### src/rtl/sec_alarm_pkg.sv
// Shared types and constants for the seconds alarm timer.
package sec_alarm_pkg;

  typedef enum logic [0:0] {
    ST_IDLE = 1'b0,
    ST_RUN  = 1'b1
  } state_e;

  localparam logic MODE_ONESHOT  = 1'b0;
  localparam logic MODE_PERIODIC = 1'b1;

endpackage

### src/rtl/sec_prescaler.sv
// Divides clk down to a one-cycle strobe every CLK_HZ enabled cycles.
module sec_prescaler #(
  parameter int CLK_HZ = 32768
) (
  input  logic clk,
  input  logic rst_n,
  input  logic en,
  input  logic clr,
  output logic tick_pre
);

  localparam int PRE_W = $clog2(CLK_HZ);
  localparam logic [PRE_W-1:0] PRE_TC = PRE_W'(CLK_HZ - 1);

  logic [PRE_W-1:0] pre_q;
  logic [PRE_W-1:0] pre_d;

  // Next count and wrap strobe; a clear masks the strobe so restarts suppress it.
  always_comb begin
    pre_d    = pre_q;
    tick_pre = 1'b0;
    if (clr) begin
      pre_d = '0;
    end else if (en) begin
      if (pre_q == PRE_TC) begin
        pre_d    = '0;
        tick_pre = 1'b1;
      end else begin
        pre_d = pre_q + PRE_W'(1);
      end
    end else begin
      pre_d = pre_q;
    end
  end

  // Prescaler count register.
  always_ff @(posedge clk or negedge rst_n) begin
    if (!rst_n) begin
      pre_q <= '0;
    end else begin
      pre_q <= pre_d;
    end
  end

endmodule

### src/rtl/sec_alarm_timer.sv
// Seconds timer with one-shot/periodic alarm interrupt.
// Optional sticky interrupt flag enabled by defining SEC_ALARM_STICKY_EN.
module sec_alarm_timer
  import sec_alarm_pkg::*;
#(
  parameter int CLK_HZ = 32768,
  parameter int CNT_W  = 8
) (
  input  logic             clk,
  input  logic             rst_n,
  input  logic             start,
  input  logic             stop,
  input  logic             mode,
  input  logic [CNT_W-1:0] alarm,
  output logic [CNT_W-1:0] sec_cnt,
  output logic             busy,
  output logic             tick,
  output logic             int_pulse
`ifdef SEC_ALARM_STICKY_EN
  ,
  input  logic             irq_clr,
  output logic             irq_flag
`endif
);

  state_e           state_q, state_d;
  logic [CNT_W-1:0] sec_q, sec_d;
  logic [CNT_W-1:0] alarm_q, alarm_d;
  logic             mode_q, mode_d;
  logic             busy_q, busy_d;
  logic             tick_q, tick_d;
  logic             int_q, int_d;
  logic             tick_pre;
  logic [CNT_W-1:0] sec_inc;

  sec_prescaler #(.CLK_HZ(CLK_HZ)) u_pre (
    .clk      (clk),
    .rst_n    (rst_n),
    .en       (state_q == ST_RUN),
    .clr      (start | stop),
    .tick_pre (tick_pre)
  );

  assign sec_inc = sec_q + CNT_W'(1);

  // Next-state, counter and pulse logic; stop outranks start, start outranks a wrap.
  always_comb begin
    state_d = state_q;
    sec_d   = sec_q;
    alarm_d = alarm_q;
    mode_d  = mode_q;
    tick_d  = 1'b0;
    int_d   = 1'b0;
    case (state_q)
      ST_IDLE: begin
        if (stop) begin
          state_d = ST_IDLE;
        end else if (start) begin
          if (alarm != '0) begin
            alarm_d = alarm;
            mode_d  = mode;
            sec_d   = '0;
            state_d = ST_RUN;
          end else begin
            int_d = 1'b1;
          end
        end else begin
          state_d = ST_IDLE;
        end
      end
      ST_RUN: begin
        if (stop) begin
          sec_d   = '0;
          state_d = ST_IDLE;
        end else if (start) begin
          sec_d = '0;
          if (alarm != '0) begin
            alarm_d = alarm;
            mode_d  = mode;
          end else begin
            int_d   = 1'b1;
            state_d = ST_IDLE;
          end
        end else if (tick_pre) begin
          tick_d = 1'b1;
          if (sec_inc == alarm_q) begin
            sec_d = '0;
            int_d = 1'b1;
            if (mode_q == MODE_ONESHOT) begin
              state_d = ST_IDLE;
            end else begin
              state_d = ST_RUN;
            end
          end else begin
            sec_d = sec_inc;
          end
        end else begin
          state_d = ST_RUN;
        end
      end
      default: begin
        sec_d   = '0;
        state_d = ST_IDLE;
      end
    endcase
    busy_d = (state_d == ST_RUN);
  end

  // Control and output registers.
  always_ff @(posedge clk or negedge rst_n) begin
    if (!rst_n) begin
      state_q <= ST_IDLE;
      sec_q   <= '0;
      alarm_q <= '0;
      mode_q  <= MODE_ONESHOT;
      busy_q  <= 1'b0;
      tick_q  <= 1'b0;
      int_q   <= 1'b0;
    end else begin
      state_q <= state_d;
      sec_q   <= sec_d;
      alarm_q <= alarm_d;
      mode_q  <= mode_d;
      busy_q  <= busy_d;
      tick_q  <= tick_d;
      int_q   <= int_d;
    end
  end

  assign sec_cnt   = sec_q;
  assign busy      = busy_q;
  assign tick      = tick_q;
  assign int_pulse = int_q;

`ifdef SEC_ALARM_STICKY_EN
  logic flag_q, flag_d;

  // Sticky flag follows the visible pulse; a set beats a coincident clear.
  always_comb begin
    flag_d = flag_q;
    if (int_q) begin
      flag_d = 1'b1;
    end else if (irq_clr) begin
      flag_d = 1'b0;
    end else begin
      flag_d = flag_q;
    end
  end

  // Sticky flag register.
  always_ff @(posedge clk or negedge rst_n) begin
    if (!rst_n) begin
      flag_q <= 1'b0;
    end else begin
      flag_q <= flag_d;
    end
  end

  assign irq_flag = flag_q;
`endif

endmodule

### config.mk
export PLATFORM = sky130hd
export DESIGN_NAME = sec_alarm_timer
export DESIGN_NICKNAME = d
export VERILOG_FILES = /design/src/rtl/sec_alarm_pkg.sv /design/src/rtl/sec_prescaler.sv /design/src/rtl/sec_alarm_timer.sv
export SDC_FILE = /design/constraint.sdc
export NUM_CORES = 1
export LEC_CHECK = 0
export BUFFER_PORTS_ARGS = -buffer_cell sky130_fd_sc_hd__buf_2
export CORE_MARGIN = 4
export CORE_UTILIZATION = 60
export CTS_CLUSTER_DIAMETER = 100
export DETAILED_ROUTE_END_ITERATION = 12
export GPL_TIMING_DRIVEN = 0
export PLACE_DENSITY_LB_ADDON = 0.08
export SETUP_SLACK_MARGIN = 0.2
export SYNTH_ARGS = -nofsm -noshare
export SYNTH_HDL_FRONTEND = slang
export SYNTH_SLANG_ARGS = --single-unit
### constraint.sdc
create_clock -name clk -period 4.6 [get_ports clk]
set_input_delay 0.23 -clock clk [delete_from_list [all_inputs] [get_ports clk]]
set_output_delay 0.23 -clock clk [all_outputs]
set_load 0.005 [all_outputs]
==> out/results.tsv, run 1 <==
stage	metric	value	unit
run_status	status	finished, final reports clean	
setup_path	Critical Path Start Type	flop	
setup_path	kind of critical path	flop to flop	
route	Wirelength per Cell	14.84	um
timing	setup_tns	0	ps
timing	Hold Vio Cnt, Final	0	
logic_synthesis	syn_nets	220	
logic_synthesis	YS warnings	0	
timing	fin. max-slew vios	0	
route	Vias/cell	5.904	
floorplanning	Rows	20	
hold_path	Hold Crit Class	input pin to flop	
timing	worst rel slew slack	0.4633	
setup_path	WP data required	4860	ps
setup_path	WP data arrival	2630	ps
cells_and_area	final instance area	2216	sq um
logic_synthesis	Syn Inst Count	205	
cts	CTS tree	yes	
cells_and_area	area occupied by multi-input gates	1028	sq um
timing	Final Cycle Share	0.5142	
timing	fmax	422.8	MHz
place	GPL Wtd Cong	0.8387	
logic_synthesis	EDFF count, synth	0	
cells_and_area	fillcell total	263	
floorplanning	Std-Cell Core Area	3103	sq um
global_route	largest net degree at the start of global routing	36	
route	Routed WL	4.169	mm
timing	skew final	12.31	ps
logic_synthesis	most used flip-flop cell after synthesis	dfrtp_1	
setup_path	depth of the most critical reg-to-reg path	7	
cells_and_area	Antenna Cells	0	
route	overall via count from detail_route	1659	
route	number of remaining DRC errors	0	
floorplanning	chip height	65.26	um
setup_path	worst-path fanout max	9	
logic_synthesis	async set-reset flop share out of synthesis	1.000	
hold_path	worst hold stages	2	
cts	Clock Tree Buf Depth	2	
timing	# setup viols final	0	
place	DP Wirelength	3.041	mm
power	Power Dens Cells	269.8	nW/um^2
global_route	GRT Resource Usage Total	0.2256	
flow_run	max_cap viols	0	
setup_path	RR Startpoint	sec_cnt[0]	
floorplanning	Initial Utilization	0.6339	
logic_synthesis	Syn Area/Cell	9.595	sq um
route	DRT antenna net count	0	
cells_and_area	final net count	251	
logic_synthesis	Synth Cell Area	1967	sq um
cts	htree depth	2	
cts	CTS clk-pin slew, worst paths	110	ps
timing	Worst Tran Pin Value	805.1	ps
setup_path	RR Endpoint	sec_cnt[5]	
timing	minimum clock period after layout	2365	ps
cts	clock sink count	35	
timing	setup ws final	2235	ps
setup_path	Worst R2R Setup Slack	2230	ps
route	Detailed Routing Iterations Pass 1	6	
power	worst vdd rail ir drop	0.1997	mV
cells_and_area	Area Growth Syn to Fin	12.66	%
setup_path	crit end category	flop	
logic_synthesis	unique cell type count in the Yosys netlist	44	
floorplanning	DIE AREA	4258	sq um
cts	post-CTS resize count	0	
global_route	initial antenna violation count	0	
global_route	GRT overflow	0	
global_route	number of global-route vias before repair	1651	
hold_path	Hold Path End	int_pulse	
timing	Hold Slack	88.01	ps
floorplanning	IO Pins	24	
cells_and_area	FF/Latch Area	875.8	sq um
place	dpl cell area	2137	sq um
power	static leakage	0.0009147	uW
place	pre-CTS setup slack	2269	ps
timing	RSZ-0062 raised after global routing	no	
hold_path	HP Start	stop	
cells_and_area	final core utilization	0.7141	
route	Iteration-0 DRC Markers	179	
global_route	first-pass GRT wire length	7.424	mm
place	PortBufs	23	
cells_and_area	share of cells above drive strength 1	0.2278	
cts	TritonCTS buffer count	5	
cts	CTS root buf	clkbuf_4	
cts	worst-skew pair later-pin latency	350	ps
logic_synthesis	Seq cells post-synth	35	
logic_synthesis	Seq/Total Area, Yosys	0.4453	
floorplanning	Die W	65.26	um
kinds of logic after synthesis:
group | Yosys count | share of synthesized area
AO/OA/AOI/OAI | 39 | 0.1400
flip-flops | 35 | 0.4453
multiplexers | 9 | 0.05089
adder cells (fa/ha/maj) | 2 | 0.01272
AND/OR/NAND/NOR | 88 | 0.2385
buffers and inverters | 16 | 0.03181
XOR/XNOR | 16 | 0.08079
worst max-delay path, cell delays in order (launching register included):
cell       delay, ps
dfrtp_1          500
ha_1             310
and3_2           260
mux2i_1          180
o22ai_1          120
o2111ai_4        380
nand4_4          240
o311ai_2         280
metrics by stage:
step / power, uW / instances
detailed placement: 410.7 / 272
global route: 632.1 / 281
CTS: 604.7 / 281
finish: 597.8 / 281
global placement: 405.9 / 272
floorplan: 385.1 / 205
flip-flops by register name (all words and copies together) (netlist names):
name and cells:
tick 1, u_pre.pre_q 15, mode_q 1, alarm_q 8
int_pulse 1, sec_cnt 8, busy 1
cell usage in the layout (no fill, tap or decap), types with 2 or more instances in the layout:
cell	synthesis	routed
dfrtp_1	35	35
nand2_1	29	29
buf_2	2	25
nor2_1	15	15
o21ai_0	10	10
a21oi_1	10	10
nand3_1	8	8
xor2_1	8	8
mux2_2	8	8
xnor2_1	7	7
inv_1	7	7
clkbuf_1	6	7
nand4_1	7	7
o22ai_1	6	6
clkbuf_4	0	5
nor3_1	4	4
a31oi_1	4	4
nor4_1	3	3
and3_1	3	3
and3_2	2	2
nor2b_1	2	2
and2_1	2	2
o311ai_2	2	2
nand4b_1	2	2
or3_1	2	2
ha_1	2	2
clkbuf_8	0	2
worst max-delay path by stage:
stage                from  cells past startpoint    endpoint  slack (ps)
2_1_floorplan  sec_cnt[0]                      7  sec_cnt[5]        2580
3_3_place_gp   sec_cnt[0]                      7  sec_cnt[7]        2360
3_5_place_dp   sec_cnt[0]                      7  sec_cnt[5]        2270
4_1_cts        sec_cnt[0]                      7  sec_cnt[5]        2240
5_1_grt        sec_cnt[0]                      7  sec_cnt[5]        2030
6_report       sec_cnt[0]                      7  sec_cnt[5]        2230
cell type report:
| class | count | share of cell area |
|---|---|---|
| Multi-Input combinational cell | 154 | 0.4641 |
| Sequential cell | 35 | 0.3953 |
| Timing Repair Buffer | 24 | 0.05647 |
| Clock buffer | 8 | 0.03106 |
| Tap cell | 44 | 0.02484 |
| Buffer | 9 | 0.01637 |
| Inverter | 7 | 0.01186 |
Yosys cell counts (2+ instances only):
cell type / number / area share
and2_1: 2 / 0.0064
buf_2: 2 / 0.0051
a21oi_1: 10 / 0.025
clkbuf_1: 6 / 0.011
mux2_2: 8 / 0.046
xor2_1: 8 / 0.036
nor2b_1: 2 / 0.0064
dfrtp_1: 35 / 0.45
nand4_1: 7 / 0.022
o311ai_2: 2 / 0.017
nor2_1: 15 / 0.029
or3_1: 2 / 0.0064
inv_1: 7 / 0.013
o21ai_0: 10 / 0.025
nor3_1: 4 / 0.010
xnor2_1: 7 / 0.031
nor4_1: 3 / 0.0095
and3_1: 3 / 0.0095
a31oi_1: 4 / 0.013
and3_2: 2 / 0.0076
nand2_1: 29 / 0.055
nand4b_1: 2 / 0.0089
nand3_1: 8 / 0.020
ha_1: 2 / 0.013
o22ai_1: 6 / 0.019
what timing repair did:
| item | in CTS | in global routing |
|---|---|---|
| hold endpoints to repair | 35 | 0 |
| setup buffers | 0 | 0 |
| hold buffers | 1 | 0 |
metal layers:
metal	GRT usage	up-vias	part of all wire
met5	0	-	0
li1	-	795	-
met1	0.3030	810	0.47
met3	0.06496	9	0.049
met2	0.3540	45	0.46
met4	0.06736	0	0.019
report_power, final:
group | total, uW | internal (uW) | switching [uW]
clock network | 193 | 89.9 | 103
registers | 332 | 320 | 11.8
logic | 72.6 | 33.8 | 38.8
No activity file was read; power rests on OpenSTA's default activity.
==> run 2: changes to the inputs <==
- ABC_AREA: not set -> 1
- CORE_UTILIZATION: 60 -> 52
- clock period: 4.6 -> 2.05 ns (I/O delays scaled with it)
==> run 2 against run 1 <==
  * Synthesized area grew 5.3%
  * Worst setup slack worse by 2000 ps
  * Cell area rose by 13%
  * Hold slack worse by 62 ps
  * Wire length increased by 11%
  * Sequential cell count is the same
  * Clock skew rose by 0.66 ps
  * Non-clock buffer count unchanged
  * Clock power rose to 3.3 times the previous value
  * Final cell count grew 30%
  * Highest routed layer unchanged
==> out/results.tsv, run 2 <==
stage	metric	value	unit
floorplanning	Initial Utilization	0.5531	
timing	Hold Vio Cnt, Final	0	
timing	# setup viols final	0	
logic_synthesis	top cells by area, synth	dfrtp_1 42%, nand2_1 15%, inv_1 5.4%, nand3_1 5.1%, nor2_1 5.1%	
route	Metal-1 WL	2.382	mm
global_route	GRT Resource Usage Total	0.1932	
setup_path	Critical Path Start Type	flop	
timing	skew final	12.97	ps
logic_synthesis	Synth Cell Area	2071	sq um
power	worst vdd rail ir drop	0.5105	mV
cts	CTS clk-pin slew, worst paths	80	ps
timing	Final Cycle Share	0.8772	
floorplanning	Std-Cell Core Area	3744	sq um
route	met2 routed WL	1.868	mm
timing	worst rel slew slack	0.4809	
place	DP Wirelength	3.430	mm
logic_synthesis	leading area contributor after synthesis	dfrtp_1	
logic_synthesis	Seq cells post-synth	35	
global_route	GRT overflow	0	
timing	fmax	556.1	MHz
route	number of remaining DRC errors	0	
place	pre-CTS setup slack	121.4	ps
cells_and_area	max reg flops	15	
cts	CTS tree	yes	
floorplanning	Rows	22	
place	dpl cell area	2246	sq um
route	Vias/cell	5.104	
floorplanning	IO Pins	24	
global_route	number of global-route vias before repair	1620	
timing	setup ws final	251.8	ps
cts	clock sink count	35	
cells_and_area	most common cell after layout, fill and taps aside	nand2_1	
logic_synthesis	synth cell count leaders	84 x nand2_1, 35 x dfrtp_1, 30 x inv_1	
logic_synthesis	EDFF count, synth	0	
route	Wirelength per Cell	12.63	um
setup_path	WP data required	2230	ps
place	PortBufs	23	
cells_and_area	share of cells above drive strength 1	0.2744	
floorplanning	chip height	71.11	um
setup_path	crit end category	flop	
cts	Clock Tree Buf Depth	2	
logic_synthesis	top-count cell post-synth	nand2_1	
cells_and_area	Area Growth Syn to Fin	20.54	%
timing	minimum clock period after layout	1798	ps
route	Iteration-0 DRC Markers	111	
logic_synthesis	unique cell type count in the Yosys netlist	29	
floorplanning	Die W	71.11	um
cts	TritonCTS buffer count	5	
timing	fin. max-slew vios	0	
place	GPL Wtd Cong	0.8629	
cells_and_area	final net count	331	
power	Power Dens Cells	644.3	nW/um^2
floorplanning	DIE AREA	5056	sq um
logic_synthesis	syn_nets	292	
global_route	largest net degree at the start of global routing	36	
route	DRT antenna net count	0	
logic_synthesis	area share of the leading cell type in the synthesized netlist	0.4230	
cts	htree depth	2	
cells_and_area	most frequent cells in the layout	78 x nand2_1, 32 x dfrtp_1, 30 x inv_1, 26 x nor2_1, 23 x buf_2	
cells_and_area	Antenna Cells	0	
timing	setup_tns	0	ps
cts	CTS root buf	clkbuf_8	
route	routed wl met3	312	um
setup_path	WP data arrival	1980	ps
logic_synthesis	Syn Area/Cell	7.476	sq um
power	static leakage	0.001182	uW
run_status	status	finished, final reports clean	
logic_synthesis	async set-reset flop share out of synthesis	1.000	
route	Detailed Routing Iterations Pass 1	4	
timing	Worst Tran Pin Value	778.6	ps
cells_and_area	final instance area	2496	sq um
logic_synthesis	most used flip-flop cell after synthesis	dfrtp_1	
route	Routed WL	4.611	mm
global_route	first-pass GRT wire length	7.797	mm
cells_and_area	fillcell total	338	
logic_synthesis	YS warnings	0	
flow_run	max_cap viols	0	
setup_path	kind of critical path	flop to flop	
global_route	initial antenna violation count	0	
cts	worst-skew pair later-pin latency	300	ps
route	overall via count from detail_route	1863	
logic_synthesis	Seq/Total Area, Yosys	0.4230	
logic_synthesis	Syn Inst Count	277	
route	DR top layer	met4	
setup_path	worst-path fanout max	7	
cells_and_area	Reg with most FFs	u_pre.pre_q	
timing	Hold Slack	25.82	ps
hold_path	Hold Crit Class	input pin to flop	
timing	RSZ-0062 raised after global routing	yes	
[run 2: changes by cell type after synthesis, sizes merged, moves of 7 or more]
cell   change
inv       +27
xnor2      -7
nand3     +16
nand2     +63
o21ai     +10
nor2      +23
mux2       -8
[run 2: path summary, 6_finish.rpt]
path / start / endpoint / slack, ps / cells after the start
max in group asynchronous: rst_n / sec_cnt[1] / 1100 / 2
min: alarm[1] / alarm_q[1] / 30 / 3
min in group asynchronous: rst_n / u_pre.pre_q[7] / 410 / 2
min reg2reg: u_pre.pre_q[14] / u_pre.pre_q[14] / 510 / 2
max: sec_cnt[1] / sec_cnt[6] / 250 / 12
max reg2reg: sec_cnt[1] / sec_cnt[6] / 250 / 12
[run 2: worst max-delay path, stage by stage (launching register included)]
cell	delay, ps
dfrtp_2	440
buf_6	120
nand2_4	50
nor2_4	220
nand2_2	100
nand2_2	100
nand3_2	70
nand2_2	90
nand2_2	60
nor2_4	130
nand2_2	90
nand2_4	150
o21ai_2	80
[run 2: layout make-up]
| type | count | area, sq um | area share |
|---|---|---|---|
| plain buffers | 1 | 3.754 | 0.001504 |
| clock inverters | 3 | 43.79 | 0.01754 |
| repair buffers | 32 | 188.9 | 0.07569 |
| flip-flops and latches | 35 | 879.6 | 0.3524 |
| well taps | 48 | 60.06 | 0.02406 |
| multi-input cells | 207 | 1124 | 0.4501 |
| clock buffers | 5 | 68.82 | 0.02757 |
| inverters | 34 | 127.6 | 0.05113 |
[run 2: layer usage]
layer,GRT usage,up-vias
met4,0.03967,0
met1,0.3011,839
met3,0.05256,7
li1,-,969
met2,0.2667,48
met5,0,-
[run 2: power breakdown]
part           switching [uW]  internal [uW]  leakage (uW)
Combinational             143           81.5      0.000657
Sequential               28.4            726      0.000467
Clock                     267            362     0.0000581
Total                     438           1170       0.00118
[run 2: repair_timing]
item	CTS	global route
buffers inserted	2	6
endpoints found under the hold margin	35	0
endpoints found under the setup margin	9	15
hold buffers	1	0
pin swaps	0	12
gates resized for setup	2	17
[run 2: kinds of logic (layout without fill, tap and decap cells)]
group           count (synthesis)  count (layout)  share of synthesized area
simple gates                  165             165                     0.3704
compound gates                 36              36                     0.1142
flops                          35              35                     0.4230
buf+inv                        35              75                    0.06344
xor+xnor                        4               4                    0.01692
fa+ha+maj                       2               2                    0.01208
[run 2: through the flow]
stage,util,power (uW),instances
after detailed placement,0.5999,965.2,348
final,0.6668,1608,365
after global routing,0.6668,1691,365
after CTS,0.6374,1601,359
after global placement,0.5999,959.3,348
after floorplan,-,891.2,277
==> run 3: changes to the inputs <==
- MAX_ROUTING_LAYER: not set -> met4
==> run 3 against run 2 <==
  * Fmax about the same
  * Sequential share of layout area unchanged
  * Non-clock buffer count unchanged
  * Count of clock-buffer cells in the layout unchanged
  * Combinational power about the same
  * Core utilization unchanged
  * Die area unchanged
  * First-iteration DRC count unchanged
==> out/results.tsv, run 3 (synthesis gave the netlist of run 2 again) <==
stage	metric	value	unit
power	internal power	1170	uW
cts	CTS tree	yes	
setup_path	critical-path cell list	buf_6, nand2_4, nor2_4, nand2_2, nand2_2, nand3_2, nand2_2, nand2_2, nor2_4, nand2_2, nand2_4, o21ai_2	
timing	Hold Vio Cnt, Final	0	
place	DP Wirelength	3.430	mm
power	Comb pwr share	0.140	
place	pre-CTS setup slack	121.4	ps
global_route	GRT overflow	0	
setup_path	delay-heaviest family, CP	simple AND/OR/NAND/NOR gates	
timing	skew final	12.90	ps
setup_path	Top cell by count, worst path	nand2_2	
run_status	status	finished, final reports clean	
setup_path	Critical Path Start Type	flop	
cells_and_area	max reg flops	15	
setup_path	WP data required	2230	ps
timing	setup_tns	0	ps
timing	minimum clock period after layout	1798	ps
route	Detailed Routing Iterations Pass 1	4	
floorplanning	chip height	71.11	um
timing	worst rel slew slack	0.4810	
power	Clk pwr share	0.391	
power	NetSw	438.4	uW
timing	fmax	556.1	MHz
cells_and_area	Antenna Cells	0	
setup_path	crit end category	flop	
cells_and_area	FF/Latch Area	879.6	sq um
setup_path	Worst R2R Setup Slack	250	ps
cells_and_area	final net count	331	
setup_path	WP buf/inv	1	
timing	Final Cycle Share	0.8771	
timing	RSZ-0062 raised after global routing	yes	
cells_and_area	area occupied by multi-input gates	1124	sq um
setup_path	WP data arrival	1980	ps
cts	htree depth	2	
route	overall via count from detail_route	1871	
cts	clock sink count	35	
floorplanning	Initial Utilization	0.5531	
cts	CTS root buf	clkbuf_8	
place	PortBufs	23	
hold_path	Hold Crit Class	input pin to flop	
cells_and_area	Area Growth Syn to Fin	20.54	%
timing	setup ws final	251.9	ps
timing	# setup viols final	0	
setup_path	worst-path fanout max	7	
cts	worst-skew pair later-pin latency	300	ps
route	DRT antenna net count	0	
power	worst vdd rail ir drop	0.5104	mV
global_route	GRT Resource Usage Total	0.1991	
power	sequential share of power	0.469	
route	Vias/cell	5.126	
cells_and_area	most common cell after layout, fill and taps aside	nand2_1	
global_route	number of global-route vias before repair	1620	
global_route	largest net degree at the start of global routing	36	
cells_and_area	Reg with most FFs	u_pre.pre_q	
cts	TritonCTS buffer count	5	
cells_and_area	fillcell total	338	
setup_path	Slowest cell on crit path	dfrtp_2	
place	GPL Wtd Cong	0.8769	
cts	CTS clk-pin slew, worst paths	80	ps
floorplanning	DIE AREA	5056	sq um
setup_path	Slowest Stage Delay on Critical Path	440	ps
cells_and_area	share of cells above drive strength 1	0.2744	
setup_path	kind of critical path	flop to flop	
route	Wirelength per Cell	12.66	um
route	Routed WL	4.622	mm
power	Net Sw Frac	0.2726	
floorplanning	IO Pins	24	
flow_run	max_cap viols	0	
timing	Worst Tran Pin Value	778.5	ps
cells_and_area	most frequent cells in the layout	78 x nand2_1, 32 x dfrtp_1, 30 x inv_1, 26 x nor2_1, 23 x buf_2	
cells_and_area	final core utilization	0.6668	
route	Iteration-0 DRC Markers	111	
cts	Clock Tree Buf Depth	2	
global_route	initial antenna violation count	0	
timing	fin. max-slew vios	0	
global_route	first-pass GRT wire length	7.790	mm
power	Power Dens Cells	644.4	nW/um^2
floorplanning	Std-Cell Core Area	3744	sq um
power	Final Power	1608	uW
floorplanning	Die W	71.11	um
timing	Hold Slack	25.86	ps
floorplanning	Rows	22	
power	static leakage	0.001182	uW
route	number of remaining DRC errors	0	
-- run 3: cell counts in the layout (fill, tap and decap cells not counted) --
No cell type changed its count.
-- run 3: final cells by class --
class	count	share of cell area
buffer	1	0.001504
sequential	35	0.3524
multi-input combinational	207	0.4501
clock inverter	3	0.01754
clock buffer	5	0.02757
inverter	34	0.05113
timing repair buffer	32	0.07569
tap	48	0.02406
-- run 3: per-stage QoR --
stage	cell area (sq um)	cells
floorplan	2071	277
global placement	2246	348
detailed placement	2246	348
CTS	2386	359
global route	2496	365
finish	2496	365
-- run 3: routing by layer --
layer / vias up / part of all wire / global-route usage
li1: 968 / - / -
met1: 847 / 0.52 / 0.3029
met2: 49 / 0.41 / 0.2667
met3: 7 / 0.065 / 0.04972
met4: 0 / 0.010 / 0.03967
met5: - / 0 / -
-- run 3: worst paths after layout --
check / startpoint / depth (start not counted) / to
worst max-delay path: sec_cnt[1] / 12 / sec_cnt[6]
worst min-delay path: alarm[1] / 3 / alarm_q[1]
worst max register to register: sec_cnt[1] / 12 / sec_cnt[6]
worst min register to register: u_pre.pre_q[14] / 2 / u_pre.pre_q[14]
max in group asynchronous: rst_n / 2 / sec_cnt[1]
min in group asynchronous: rst_n / 2 / u_pre.pre_q[7]
-- run 3: tightest hold or removal path: stages --
cell     delay (ps)
buf_2            90
nand2_1          50
nand2_1          40
-- run 3: repair_timing --
action / in CTS / in global routing
hold buffers: 1 / 0
setup buffers: 2 / 6
hold endpoints to repair: 35 / 0
gates resized for setup: 2 / 17
endpoints found under the setup margin: 9 / 15
pin swaps: 0 / 12
-- run 3: power groups by stage --
stage | clock (uW) | combinational, uW | sequential, uW
finish | 629 | 225 | 755
global placement | 0 | 193 | 766
global route | 676 | 256 | 759
CTS | 641 | 208 | 752
floorplan | 0 | 129 | 762
detailed placement | 0 | 197 | 768
